**src/rtl/mem_port_arbiter_pkg.sv**
```systemverilog
// ---------------------------------------------------------------------------
// mem_port_arbiter_pkg
// Shared types and constants for the unified memory port arbiter.
//   state_t       : arbiter sequencing states (IDLE, BUSY, DONE)
//   REQ_CPU/LDR   : requester indices (0 = CPU control path, 1 = loader/debug)
//   CNT_W         : latency counter width, covers MEM_LAT up to 15
// ---------------------------------------------------------------------------
package mem_port_arbiter_pkg;

   localparam int unsigned CNT_W = 4;

   typedef enum logic [1:0] {
      IDLE = 2'd0,
      BUSY = 2'd1,
      DONE = 2'd2
   } state_t;

   localparam logic REQ_CPU = 1'b0;
   localparam logic REQ_LDR = 1'b1;

   // One-hot grant/done vector for a requester index.
   function automatic logic [1:0] onehot2(input logic idx);
      return idx ? 2'b10 : 2'b01;
   endfunction

   // Counter value of the final BUSY cycle for a given access latency.
   function automatic logic [CNT_W-1:0] last_count(input int unsigned lat);
      return CNT_W'(lat - 1);
   endfunction

endpackage

```
**src/rtl/mem_port_arbiter_if.sv**
```systemverilog
// ---------------------------------------------------------------------------
// mem_port_arbiter_if
// Bundles the requester handshake and the memory-side bus of the arbiter.
//   slave  : arbiter view (requests and mem_rdata in; grants, data, mem_* out)
//   master : requester/memory view (the opposite directions)
// Parameters: ADDR_W, DATA_W.
// ---------------------------------------------------------------------------
interface mem_port_arbiter_if #(
   parameter int unsigned ADDR_W = 32,
   parameter int unsigned DATA_W = 32
);
   logic [1:0]        req;
   logic [1:0]        we;
   logic [ADDR_W-1:0] addr0;
   logic [ADDR_W-1:0] addr1;
   logic [DATA_W-1:0] wdata0;
   logic [DATA_W-1:0] wdata1;
   logic [1:0]        gnt;
   logic [1:0]        done;
   logic [DATA_W-1:0] rdata;
   logic              cpu_stall;
   logic              mem_en;
   logic              mem_we;
   logic [ADDR_W-1:0] mem_addr;
   logic [DATA_W-1:0] mem_wdata;
   logic [DATA_W-1:0] mem_rdata;

   modport slave (
      input  req, we, addr0, addr1, wdata0, wdata1, mem_rdata,
      output gnt, done, rdata, cpu_stall, mem_en, mem_we, mem_addr, mem_wdata
   );

   modport master (
      output req, we, addr0, addr1, wdata0, wdata1, mem_rdata,
      input  gnt, done, rdata, cpu_stall, mem_en, mem_we, mem_addr, mem_wdata
   );

endinterface

```
**src/rtl/mem_port_arbiter_lat_counter.sv**
```systemverilog
// ---------------------------------------------------------------------------
// lat_counter
// Counts the cycles of one memory access and flags its final cycle.
//   clk, Reset : clock, asynchronous active-high reset
//   clear      : force count to zero (held while the arbiter is idle)
//   enable     : advance the count by one
//   tc_c       : combinational terminal count, high when count == MEM_LAT-1
// Parameter: MEM_LAT (1..15).
// ---------------------------------------------------------------------------
module lat_counter
   import mem_port_arbiter_pkg::*;
#(
   parameter int unsigned MEM_LAT = 2
) (
   input  logic clk,
   input  logic Reset,
   input  logic clear,
   input  logic enable,
   output logic tc_c
);

   logic [CNT_W-1:0] cnt;

   // Access cycle counter.
   always_ff @(posedge clk or posedge Reset) begin
      if (Reset) begin
         cnt <= '0;
      end else if (clear) begin
         cnt <= '0;
      end else if (enable) begin
         cnt <= cnt + CNT_W'(1);
      end
   end

   assign tc_c = (cnt == last_count(MEM_LAT));

endmodule

```
**src/rtl/mem_port_arbiter.sv**
```systemverilog
// ---------------------------------------------------------------------------
// mem_port_arbiter
// Shares the single unified memory port of the multicycle CPU between the
// CPU control path (requester 0) and the loader/debug port (requester 1).
// Each access runs IDLE -> BUSY (MEM_LAT cycles) -> DONE (one-cycle done).
//   clk, Reset      : clock, asynchronous active-high reset
//   bus.req/we      : per-requester request and write enable
//   bus.addr*/wdata*: per-requester address and write data
//   bus.gnt/done    : one-hot owner and one-cycle completion pulse
//   bus.rdata       : read data, valid while done is high
//   bus.cpu_stall   : req[0] & ~done[0], combinational
//   bus.mem_*       : memory enable, write enable, address, write/read data
// Parameters: ADDR_W, DATA_W, MEM_LAT (1..15).
// Build option: ARB_FIXED_PRI_EN gives requester 0 absolute priority on a
// tie; without it ties are resolved round-robin.
// ---------------------------------------------------------------------------
module mem_port_arbiter
   import mem_port_arbiter_pkg::*;
#(
   parameter int unsigned ADDR_W  = 32,
   parameter int unsigned DATA_W  = 32,
   parameter int unsigned MEM_LAT = 2
) (
   input  logic              clk,
   input  logic              Reset,
   mem_port_arbiter_if.slave bus
);

   state_t            state;
   logic [1:0]        gnt_q;
   logic [1:0]        done_q;
   logic [DATA_W-1:0] rdata_q;
   logic              mem_en_q;
   logic              mem_we_q;
   logic [ADDR_W-1:0] mem_addr_q;
   logic [DATA_W-1:0] mem_wdata_q;
   logic              owner_we;
   logic              winner_c;
   logic              tc_c;

`ifdef ARB_FIXED_PRI_EN
   // CPU wins any tie.
   assign winner_c = bus.req[REQ_CPU] ? REQ_CPU : REQ_LDR;
`else
   logic last_gnt;

   // Sole requester wins; on a tie the one not served last wins.
   always_comb begin
      winner_c = REQ_CPU;
      if (bus.req == 2'b11) begin
         winner_c = ~last_gnt;
      end else if (bus.req[REQ_LDR]) begin
         winner_c = REQ_LDR;
      end
   end

   // Reset to the loader so the CPU takes the first tie.
   always_ff @(posedge clk or posedge Reset) begin
      if (Reset) begin
         last_gnt <= REQ_LDR;
      end else if ((state == IDLE) && (|bus.req)) begin
         last_gnt <= winner_c;
      end
   end
`endif

   lat_counter #(
      .MEM_LAT (MEM_LAT)
   ) u_lat_counter (
      .clk    (clk),
      .Reset  (Reset),
      .clear  (state == IDLE),
      .enable (state == BUSY),
      .tc_c   (tc_c)
   );

   // Access sequencer; every port-facing output is a register here.
   always_ff @(posedge clk or posedge Reset) begin
      if (Reset) begin
         state       <= IDLE;
         gnt_q       <= '0;
         done_q      <= '0;
         rdata_q     <= '0;
         mem_en_q    <= 1'b0;
         mem_we_q    <= 1'b0;
         mem_addr_q  <= '0;
         mem_wdata_q <= '0;
         owner_we    <= 1'b0;
      end else begin
         case (state)
            IDLE: begin
               if (|bus.req) begin
                  state       <= BUSY;
                  gnt_q       <= onehot2(winner_c);
                  mem_en_q    <= 1'b1;
                  mem_we_q    <= bus.we[winner_c];
                  owner_we    <= bus.we[winner_c];
                  mem_addr_q  <= (winner_c == REQ_LDR) ? bus.addr1 : bus.addr0;
                  mem_wdata_q <= (winner_c == REQ_LDR) ? bus.wdata1 : bus.wdata0;
               end
            end
            BUSY: begin
               // mem_rdata is valid in the final BUSY cycle only.
               if (tc_c) begin
                  state    <= DONE;
                  mem_en_q <= 1'b0;
                  mem_we_q <= 1'b0;
                  done_q   <= gnt_q;
                  if (!owner_we) begin
                     rdata_q <= bus.mem_rdata;
                  end
               end
            end
            DONE: begin
               state  <= IDLE;
               gnt_q  <= '0;
               done_q <= '0;
            end
            default: begin
               state    <= IDLE;
               gnt_q    <= '0;
               done_q   <= '0;
               mem_en_q <= 1'b0;
               mem_we_q <= 1'b0;
            end
         endcase
      end
   end

   assign bus.gnt       = gnt_q;
   assign bus.done      = done_q;
   assign bus.rdata     = rdata_q;
   assign bus.mem_en    = mem_en_q;
   assign bus.mem_we    = mem_we_q;
   assign bus.mem_addr  = mem_addr_q;
   assign bus.mem_wdata = mem_wdata_q;
   assign bus.cpu_stall = bus.req[REQ_CPU] & ~done_q[REQ_CPU];

endmodule

```
**src/flat_wrapper.sv**
```systemverilog
// flat-port wrapper written by rule: the top's interface ports become plain ports
module mem_port_arbiter_flat import mem_port_arbiter_pkg::*;
#(
   parameter int unsigned ADDR_W  = 32,
   parameter int unsigned DATA_W  = 32,
   parameter int unsigned MEM_LAT = 2
)
  (clk, Reset, bus_req, bus_we, bus_addr0, bus_addr1, bus_wdata0, bus_wdata1, bus_mem_rdata, bus_gnt, bus_done, bus_rdata, bus_cpu_stall, bus_mem_en, bus_mem_we, bus_mem_addr, bus_mem_wdata);
  mem_port_arbiter_if #(.ADDR_W(ADDR_W), .DATA_W(DATA_W)) bus_i ();
  input  logic clk;
  input  logic Reset;
  input wire logic [$bits(bus_i.req)-1:0] bus_req;
  input wire logic [$bits(bus_i.we)-1:0] bus_we;
  input wire logic [$bits(bus_i.addr0)-1:0] bus_addr0;
  input wire logic [$bits(bus_i.addr1)-1:0] bus_addr1;
  input wire logic [$bits(bus_i.wdata0)-1:0] bus_wdata0;
  input wire logic [$bits(bus_i.wdata1)-1:0] bus_wdata1;
  input wire logic [$bits(bus_i.mem_rdata)-1:0] bus_mem_rdata;
  output wire logic [$bits(bus_i.gnt)-1:0] bus_gnt;
  output wire logic [$bits(bus_i.done)-1:0] bus_done;
  output wire logic [$bits(bus_i.rdata)-1:0] bus_rdata;
  output wire logic [$bits(bus_i.cpu_stall)-1:0] bus_cpu_stall;
  output wire logic [$bits(bus_i.mem_en)-1:0] bus_mem_en;
  output wire logic [$bits(bus_i.mem_we)-1:0] bus_mem_we;
  output wire logic [$bits(bus_i.mem_addr)-1:0] bus_mem_addr;
  output wire logic [$bits(bus_i.mem_wdata)-1:0] bus_mem_wdata;
  assign bus_i.req = bus_req;
  assign bus_i.we = bus_we;
  assign bus_i.addr0 = bus_addr0;
  assign bus_i.addr1 = bus_addr1;
  assign bus_i.wdata0 = bus_wdata0;
  assign bus_i.wdata1 = bus_wdata1;
  assign bus_i.mem_rdata = bus_mem_rdata;
  assign bus_gnt = bus_i.gnt;
  assign bus_done = bus_i.done;
  assign bus_rdata = bus_i.rdata;
  assign bus_cpu_stall = bus_i.cpu_stall;
  assign bus_mem_en = bus_i.mem_en;
  assign bus_mem_we = bus_i.mem_we;
  assign bus_mem_addr = bus_i.mem_addr;
  assign bus_mem_wdata = bus_i.mem_wdata;
  mem_port_arbiter #(.ADDR_W(ADDR_W), .DATA_W(DATA_W), .MEM_LAT(MEM_LAT)) u_core (.clk(clk), .Reset(Reset), .bus(bus_i));
endmodule
```
**config.mk**
```make
export PLATFORM = sky130hd
export DESIGN_NAME = mem_port_arbiter_flat
export DESIGN_NICKNAME = d
export VERILOG_FILES = /design/src/rtl/mem_port_arbiter_pkg.sv /design/src/rtl/mem_port_arbiter_if.sv /design/src/rtl/mem_port_arbiter_lat_counter.sv /design/src/rtl/mem_port_arbiter.sv /design/src/flat_wrapper.sv
export SDC_FILE = /design/constraint.sdc
export NUM_CORES = 1
export LEC_CHECK = 0
export ABC_AREA = 1
export BUFFER_PORTS_ARGS = -buffer_cell sky130_fd_sc_hd__buf_4
export CORE_UTILIZATION = 41
export CTS_CLUSTER_DIAMETER = 80
export CTS_CLUSTER_SIZE = 12
export DETAILED_ROUTE_END_ITERATION = 12
export PLACE_DENSITY_LB_ADDON = 0.3
export SLEW_MARGIN = 0
export SYNTH_ARGS = -nofsm -noshare
export SYNTH_HDL_FRONTEND = slang
export SYNTH_SLANG_ARGS = --single-unit
```
**constraint.sdc**
```tcl
create_clock -name clk -period 3 [get_ports clk]
set_input_delay 0.3 -clock clk [delete_from_list [all_inputs] [get_ports clk]]
set_output_delay 0.3 -clock clk [all_outputs]
set_load 0.01 [all_outputs]
```
==> out/summary.txt <==
Pwr Density = 1020 nW/um^2
Cell Rows = 40
CTS hold repair buffers = 0
fraction of layout cells with a size suffix above 1 = 33.9%
total die area = 13100 um^2
run status = complete, no violations
cell mode on critical path = inv_2
Worst-Skew Late Latency = 350 ps
main area contributors after synthesis = dfrtp_1 (53%), nand2_1 (23%), nand3_1 (12%)
ANT cells = 0
Crit Path Class = reg -> reg
I/O pin count = 269
sequential share of power = 34.2%
FF+latch count, synth = 110
Core Region = 12200 um^2
Worst Max-Slew Pin Slew = 730 ps
Placed Cells = 1054
ordered cell list for the critical path = inv_2 -> nand2_2 -> nor2_4 -> inv_2 -> buf_4 -> nand2_1 -> nand3_1
Clock Path Buffers = 2
Overall Global Routing Usage = 25.1%
synth warn = 0
number of port buffers = 268
TritonCTS clock tree = yes
clock root buffer = clkbuf_16
fin util = 62.4%
Synth-to-Final Area Change = 46.6%
Final ANT Viol Nets = 0
cells after synthesis = 655
Initial Util = 42.6%
die width = 114 um
Slew headroom = 51.3%
Avg WL per Cell = 15.2 um
Psw = 3.10 mW
slowest stage delay, CP = 440 ps
Layout Skew = 5.43 ps
Final Critical Period = 1940 ps
fin crit share = 64.6%
CP required = 3210 ps
clk sinks = 110
Unique masters post-synth = 22
DPL Wire Length = 11100 um
initial antenna violation count = 0
Cell Count, Final, Fillers Out = 1070
Multi-input gate area = 2110 um^2
Comb pwr share = 48.3%
CTS Buf Count = 9
cell taking the most area after synthesis = dfrtp_1
# resized after CTS = 0
reg2reg path depth = 7
first-pass GRT wire length = 25500 um
Chip Height = 114 um
setup TNS = 0 ps
top achievable clock speed = 516 MHz
worst r2r src = u_core.state[1]
synthesized net count = 823
Register Area = 2750 um^2
Net Sw Frac = 40.3%
CP startpoint = u_core.state[1]
DRC viols = 0
largest net degree at the start of global routing = 111
GP Congestion = 0.811
vias in the first global route = 5157
Critical Path AT = 2140 ps
Filler cells = 1116
Syn Std Cell Area = 5170 um^2
top-area cell type share of the netlist area = 52.7%
setup slack, reg-to-reg = 1060 ps
leakage = 4.23 nW
crit path max fanout = 68
drt pass-1 iters = 5
DR vias = 5355
Final Net Count = 1065
Final Hold Viols = 0
setup ws final = 1060 ps
residual overflow from global routing = 0
clock-pin slew on the worst setup and hold paths = 70 ps
Post-Syn Area per Cell = 7.90 um^2
Final setup viols = 0
kind of start point of the critical path = register
CTS H-tree depth = 3
CP endpoint kind = register
postcts setup bufs = 0
worst hold-check path type = in -> async
number of DRC markers in iteration 0 = 489
crit path max-delay cell type = nor2_4
WL final = 16300 um
Internal = 4.60 mW
Clk pwr share = 17.5%
RSZ-0062 raised after global routing = no
crit path capture = u_core.bus.mem_addr[10]
Seq/Total Area, Yosys = 53.2%
peak supply drop = 0.361 mV
max-cap violations = 0
Place WS = 1070 ps
Vias per Instance = 5.00
Critical R2R Capture = u_core.bus.mem_addr[10]
fin. max-slew vios = 0
==> power by group through the flow <==
stage	Combinational (mW)	Sequential (mW)	Clock [mW]
global route	4.13	2.71	1.44
CTS	3.76	2.63	1.38
finish	3.72	2.63	1.35
detailed placement	3.75	2.64	0
floorplan	1.78	2.91	0
global placement	3.66	2.64	0
==> area by class of cell <==
| cell class | instances | share of cell area (%) |
|---|---|---|
| Tap cell | 168 | 2.77 |
| Sequential cell | 110 | 36.3 |
| Clock inverter | 6 | 1.45 |
| Inverter | 11 | 0.594 |
| Multi-Input combinational cell | 487 | 27.8 |
| Clock buffer | 10 | 3.02 |
| Timing Repair Buffer | 278 | 28.0 |
==> how the worst min path moves through the flow <==
stage	start	end	slack, ps	depth (start not counted)
2_1_floorplan	bus_mem_rdata[30]	u_core.bus.rdata[30]	450	2
3_3_place_gp	u_core.bus.rdata[2]	u_core.bus.rdata[2]	450	2
3_5_place_dp	u_core.bus.rdata[26]	u_core.bus.rdata[26]	460	2
4_1_cts	Reset	u_core.bus.mem_wdata[26]	150	3
5_1_grt	Reset	u_core.bus.mem_wdata[26]	170	3
6_report	Reset	u_core.bus.rdata[25]	90	3
==> sequential cells by signal, indices dropped and copies added (netlist names) <==
name                      flops
u_core.bus.rdata             32
u_core.bus.done               2
u_core.bus.mem_en             1
u_core.last_gnt               1
u_core.bus.mem_wdata         32
u_core.owner_we               1
u_core.state                  2
u_core.bus.gnt                2
u_core.u_lat_counter.cnt      4
u_core.bus.mem_addr          32
u_core.bus.mem_we             1
==> cell families after synthesis <==
family	Yosys count	share of synthesized area, %
flops	110	53.2
simple gates	481	39.9
compound gates	4	0.411
buf+inv	58	6.02
fa+ha+maj	2	0.483
==> cells in the mapped netlist (all sizes together) <==
| cell | instances |
|---|---|
| a21oi | 2 |
| clkbuf | 3 |
| nand3 | 124 |
| dfrtp | 109 |
| nand2 | 319 |
| nand3b | 1 |
| nor3 | 1 |
| nor2 | 10 |
| o21ai | 1 |
| inv | 11 |
| buf | 44 |
| nand4 | 26 |
| dfstp | 1 |
| ha | 2 |
| o22ai | 1 |
==> stage by stage <==
step | area, um^2 | hold WS (ps) | power (mW)
after floorplan | 5180 | 446 | 4.69
after global placement | 7250 | 455 | 6.31
after detailed placement | 7250 | 459 | 6.39
after CTS | 7580 | 152 | 7.78
after global routing | 7580 | 167 | 8.29
final | 7580 | 92.8 | 7.70
==> worst max-delay path: cells and delay by family, from the launching register on <==
| kind | cells | cell delay, ps |
|---|---|---|
| buffers and inverters | 3 | 530 |
| and+or+nand+nor | 4 | 840 |
| DFF | 1 | 400 |
==> cell usage in the layout (no fill, tap or decap), types with 3 or more instances in the layout <==
| master | instances |
|---|---|
| buf_12 | 3 |
| buf_4 | 275 |
| bufinv_16 | 3 |
| clkbuf_16 | 9 |
| clkinvlp_4 | 3 |
| dfrtp_1 | 109 |
| inv_1 | 7 |
| inv_2 | 3 |
| nand2_1 | 315 |
| nand2_2 | 4 |
| nand3_1 | 124 |
| nand4_1 | 26 |
| nor2_1 | 6 |
| nor2_4 | 3 |
==> per-layer routing <==
metal	up-vias	part of all wire [%]	track usage [%]
li1	2604	-	-
met1	2480	40	30.7
met2	257	49	42.7
met3	14	9.3	6.72
met4	0	1.5	9.26
met5	-	0	0
Power figures use the tool's default switching activity.
